<file path="config.mk">
export PLATFORM = sky130hd
export DESIGN_NAME = cbus_arbiter
export DESIGN_NICKNAME = d
export VERILOG_FILES = /design/src/rtl/cbus_arbiter_pkg.sv /design/src/rtl/cbus_arbiter_rr_picker.sv /design/src/rtl/cbus_arbiter.sv
export SDC_FILE = /design/constraint.sdc
export NUM_CORES = 1
export LEC_CHECK = 0
export CAP_MARGIN = 15
export CORE_AREA = 3 3 204 206
export DETAILED_ROUTE_END_ITERATION = 10
export DIE_AREA = 0 0 207 209
export PLACE_DENSITY = 0.47
export SLEW_MARGIN = 20
export SYNTH_ARGS = -nofsm -noshare
export SYNTH_HDL_FRONTEND = slang
export SYNTH_SLANG_ARGS = --single-unit
</file>
<file path="constraint.sdc">
create_clock -name clk -period 1.5 [get_ports clk]
set_clock_uncertainty 0.2 [all_clocks]
set_input_delay 0.45 -clock clk [delete_from_list [all_inputs] [get_ports clk]]
set_output_delay 0.45 -clock clk [all_outputs]
set_load 0.02 [all_outputs]
</file>
<file path="src/rtl/cbus_arbiter_pkg.sv">
// cbus_arbiter_pkg: shared cbus request/response types and arbiter state encodings.
package cbus_arbiter_pkg;
  typedef struct packed {
    logic        valid;
    logic        write;
    logic [31:0] addr;
    logic [63:0] wdata;
    logic [7:0]  wmask;
  } cbus_req_t;
  typedef struct packed {
    logic        ready;
    logic        last;
    logic [63:0] data;
  } cbus_resp_t;
  typedef logic [0:0] arb_state_t;
  localparam arb_state_t ST_IDLE = 1'b0;
  localparam arb_state_t ST_BUSY = 1'b1;
endpackage

</file>
<file path="src/rtl/cbus_arbiter_rr_picker.sv">
// rr_picker: one-hot pick of the first valid bit at or after ptr, wrapping to bit 0.
module rr_picker #(
  parameter int N = 2,
  parameter int W = $clog2(N)
) (
  input  logic [N-1:0] valid,
  input  logic [W-1:0] ptr,
  output logic [N-1:0] winner
);
  logic [N-1:0] masked, pick;
  assign masked = valid & ~((N'(1) << ptr) - N'(1));
  assign pick = |masked ? masked : valid;
  // lowest set bit of pick
  assign winner = pick & (~pick + N'(1));
endmodule

</file>
<file path="src/rtl/cbus_arbiter.sv">
// cbus_arbiter: grants one whole cbus burst at a time to one of NUM_PORTS requesters.
// Define CBUS_ARB_RR_EN for round-robin; otherwise fixed priority with the lowest index winning.
module cbus_arbiter
  import cbus_arbiter_pkg::*;
#(
  parameter int NUM_PORTS = 2,
  parameter int IDX_W = $clog2(NUM_PORTS)
) (
  input  logic                         clk,
  input  logic                         reset,
  input  cbus_req_t  [NUM_PORTS-1:0]   ireqs,
  output cbus_resp_t [NUM_PORTS-1:0]   iresps,
  output cbus_req_t                    oreq,
  input  cbus_resp_t                   oresp,
  output logic       [NUM_PORTS-1:0]   grant,
  output logic                         busy
);
  arb_state_t state;
  logic [IDX_W-1:0] sel, ptr, win_idx;
  logic [NUM_PORTS-1:0] valids, winner;
  logic done;
  assign busy = state == ST_BUSY;
  assign done = busy && oresp.ready && oresp.last;
  always_comb begin
    valids = '0;
    for (int i = 0; i < NUM_PORTS; i++) valids[i] = ireqs[i].valid;
  end
  rr_picker #(.N(NUM_PORTS), .W(IDX_W)) u_picker (
    .valid(valids),
    .ptr(ptr),
    .winner(winner)
  );
  always_comb begin
    win_idx = '0;
    for (int i = 0; i < NUM_PORTS; i++) if (winner[i]) win_idx = IDX_W'(i);
  end
`ifdef CBUS_ARB_RR_EN
  always_ff @(posedge clk or posedge reset)
    if (reset) ptr <= '0;
    else if (done) ptr <= (sel == IDX_W'(NUM_PORTS - 1)) ? '0 : sel + 1'b1;
`else
  assign ptr = '0;
`endif
  // arbitration only happens from IDLE, so the owner is frozen for the whole burst
  always_ff @(posedge clk or posedge reset)
    if (reset) begin
      state <= ST_IDLE;
      sel <= '0;
    end else if (!busy && |valids) begin
      state <= ST_BUSY;
      sel <= win_idx;
    end else if (done) state <= ST_IDLE;
  assign grant = busy ? NUM_PORTS'(1) << sel : '0;
  assign oreq = busy ? ireqs[sel] : '0;
  always_comb begin
    iresps = '0;
    if (busy) iresps[sel] = oresp;
  end
endmodule

</file>
After elaboration in Yosys (flattened, before gate mapping)
Cells that the tools add are included.
- word-level logic and storage cells: 26
- register bits: 2
- reduce and logical (&&, ||, !) cells: 7
- $lt $le $gt $ge: 2
- muxes and demuxes: 10
- bitwise logic cells: 3
- add/sub/neg operators: 1
- shift-type cells: 1
- operators with widths (operator ; count):
    $mux W106 ; 3
    $and A132 B132 Y132 ; 1
    $mux W132 ; 1
    $demux W66 S1 ; 1
    $mux W66 ; 1
    $logic_and A1 B1 Y1 ; 4
    $mux W1 ; 3
    $add A2 B1 Y2 const B ; 1
    $and A2 B2 Y2 ; 1
    $lt A1 B2 Y1 const B ; 1
    $mux W2 ; 1
    $not A2 Y2 ; 1
    $reduce_bool A2 Y1 ; 1
    $reduce_or A2 Y1 ; 1
    $shl A1 B1 Y2 const A ; 1
    $ge A1 B1 Y1 const B ; 1
    $logic_not A1 Y1 ; 1

Depth between registers and ports, before layout
- depth in word-level cells: 6
- depth in mapped cells: 5
- gate-level depth less buffers: 2

By module
From an unflattened synthesis, not the netlist that was laid out.
- cells, all modules: 403
- area, all modules: 3054.2 um^2
- by module, submodules not included (module ; instances ; area an instance (um^2) ; cells an instance):
    cbus_arbiter ; 1 ; 3035.4 ; 400
    rr_picker ; 1 ; 18.8 ; 3

Worst setup path after synthesis
No wires, ideal clock.
- kind: register -> output
- from: register state, in the netlist busy
- to: output port oreq[100] (netlist name)
- stages on the path, launching flop included: 6
- path buffers: 3
- required time: 0.850 ns
- data arrival time: 1.297 ns
- path slack: -0.447 ns
- cell sequence: dfrtp_1 buf_4 inv_2 buf_4 buf_2 nor2_1
- RTL lines (what ; line ; RTL):
    start, declared ; cbus_arbiter.sv:18 ; arb_state_t state;
    start signal, assigned ; cbus_arbiter.sv:47 ; state <= ST_IDLE;
    start signal, assigned ; cbus_arbiter.sv:50 ; state <= ST_BUSY;
    start signal, assigned ; cbus_arbiter.sv:52 ; end else if (done) state <= ST_IDLE;
    end, declared ; cbus_arbiter.sv:13 ; output cbus_req_t oreq,

==> impl_results.md <==
- Run status: finished with violations
- Failing checks: negative setup slack
- H-tree depth: 1
- RR Endpoint: sel
- Rel. slew slack: 82.1%
- CTS root buffer: clkbuf_16
- Post-synthesis cell type count: 19
- Vias in the first global route: 5146
- Routed WL per cell: 16.3 µm
- Die X: 207 µm
- Adder-Cell Fraction of Synth Area: 0%
- Maximum vdd drop: 402 µV
- Slew @ Worst Pin: 0.269 ns
- Fmax achieved: 423 MHz
- Largest family of logic cells by synthesized area: simple AND/OR/NAND/NOR gates
- Worst EP required: 0.85 ns
- IO Count: 521
- Clock latency on the worst-skew pair: 0.22 ns
- Most frequent cells in the layout: clkdlybuf4s50_1 (278), buf_6 (109), nor2_2 (71)
- GRT Util Overall: 9.92%
- Slew Viols, Final: 0
- R2R depth: 4
- Mapped Avg Cell Area: 6.89 µm²
- DR vias: 5133
- Layout cell share with drive strength beyond 1: 62.1%
- Total CTS buffers: 3
- Pwr dens: 804 nW/µm²
- CP startpoint kind: flop
- Hold Violations, Final: 0
- Int Pwr: 4.61 mW
- Most common cell after layout, fill and taps aside: clkdlybuf4s50_1
- CTS tree: done
- Sink count of the clock tree: 2
- Sw Share: 44.6%
- Initial antenna violation count: 0
- Mux contribution to synthesized area: 38.5%
- Drc violations: 0
- First-pass GRT wire length: 33800 µm
- Leakage: 4.58 nW
- Post-Synth Simple-Gate Area: 45.5%
- Global route total overflow: 0
- Net load switching power: 3.71 mW
- IO Port Bufs: 520
- Combinational power share: 94.0%
- Routability cong.: 0.792
- Syn nets: 680
- Worst r2r src: sel
- Row cnt: 73
- Area share of xor/xnor cells in the synthesized design: 0%
- Clock power frac: 4.9%
- Area growth syn-to-layout: 276%
- Diode count: 0
- DP HPWL: 19500 µm
- Routed Antenna Nets: 0
- CORE AREA: 39800 µm²
- Initial core utilization: 6.92%
- Die height: 209 µm
- NumNets Final: 1262
- R2R Setup Slk: 0.10 ns
- WL final: 24500 µm
- Final setup vio count: 241
- Post-synthesis compound-gate area fraction: 0.545%
- Fill cells: 4343
- Reg power frac: 1.1%
- Hold crit path type: input pin to async pin
- RSZ-0062 raised after global routing: true
- Synth Register Bits: 2
- CTS Hold Buffers Added: 0
- Max Cap Viol: 0
- Post-route setup TNS: -163.28 ns
- Post-Syn Area: 2760 µm²
- Via/cell ratio: 3.41
- Final WS setup: -0.865 ns
- WHS: 0.226 ns
- First-pass DRT Iterations: 4
- Min Clock Period, post-route: 2.37 ns
- Critical path peak fanout: 16
- DRT iter0 DRCs: 110
- Clock-pin slew on the worst setup and hold paths: 0.03 ns
- Post-Synthesis Cells: 400
- CP arrival: 1.72 ns
- Die area: 43300 µm²
- YS warnings: 0
- Sequential share of the synthesized area: 1.82%
- Clk buf depth: 2
- Crit share post-route: 158%
- Setup CP Type: flop to output pin
- Critical Path Source: sel
- Pin count of the biggest net entering global routing: 29
- Setup crit end kind: output pin
## timing repair
item	in CTS	in global routing
gates cloned	4	5
endpoints found under the setup margin	241	242
pin swaps	0	7
setup buffers	11	40
hold endpoints to repair	0	0
gates resized for setup	533	541
## per-stage QoR
stage	cells	utilization (%)	total power, mW	cell area [µm²]	setup WS, ns
global placement	1445	23.9	6.98	9530	-1.06
finish	1505	26.0	8.32	10400	-0.865
floorplan	400	-	3.92	3680	-0.316
CTS	1463	24.7	7.44	9830	-0.924
detailed placement	1445	23.9	6.96	9530	-1.05
global route	1505	26.0	8.74	10400	-0.908
## synthesized netlist by cell type (all sizes together)
cell / number / area share, %
and2: 67 / 15
nor2b: 2 / 0.73
nor3: 1 / 0.18
clkbuf: 20 / 3.0
and3: 66 / 15
a2bb2oi: 1 / 0.32
mux2i: 106 / 39
dfrtp: 2 / 1.8
nor2: 106 / 14
inv: 2 / 0.27
buf: 26 / 10
a31oi: 1 / 0.23
## how the worst max path moves through the flow
stage | end | depth (start not counted)
floorplan | iresps[27] | 5
global placement | oreq[4] | 4
detailed placement | oreq[3] | 4
CTS | oreq[39] | 4
global route | oreq[75] | 5
finish | oreq[54] | 5
## cell type report
cell class / count / area (µm²) / share of cell area [%]
timing repair buffer: 623 / 6000 / 58.0
multi-input combinational: 350 / 3540 / 34.2
tap: 525 / 657 / 6.35
clock buffer: 3 / 75.1 / 0.725
sequential: 2 / 55.1 / 0.532
inverter: 2 / 20.0 / 0.193
## worst max-delay path: stages, from the launching register on
cell,delay [ns]
dfrtp_4,0.51
buf_12,0.17
buf_16,0.17
mux2i_2,0.16
nor2_2,0.08
dlygate4sd2_1,0.37
## cell families after synthesis
kind of cell           after synthesis
AOI/OAI and AO/OA                    2
buffers and inverters               48
DFF                                  2
muxes                              106
and+or+nand+nor                    242
## power groups by stage
| stage | Sequential (mW) | Combinational (mW) | Clock (mW) |
|---|---|---|---|
| 2_1_floorplan | 0.0703 | 3.85 | 0 |
| 3_3_place_gp | 0.0880 | 6.90 | 0 |
| 3_5_place_dp | 0.0880 | 6.87 | 0 |
| 4_1_cts | 0.0885 | 6.94 | 0.414 |
| 5_1_grt | 0.0905 | 8.23 | 0.414 |
| 6_report | 0.0885 | 7.83 | 0.407 |
## state kept, by name, summed over array words and instances, names as in the netlist
name and flops:
sel 1, busy 1
## routing by layer
layer	global-route usage (%)	share of wire (%)	vias to the layer above
li1	-	-	2512
met1	11.5	38	2376
met2	19.1	55	233
met3	2.34	6.6	12
met4	0.866	0.57	0
met5	0	0	-
Power figures use the tool's default switching activity.
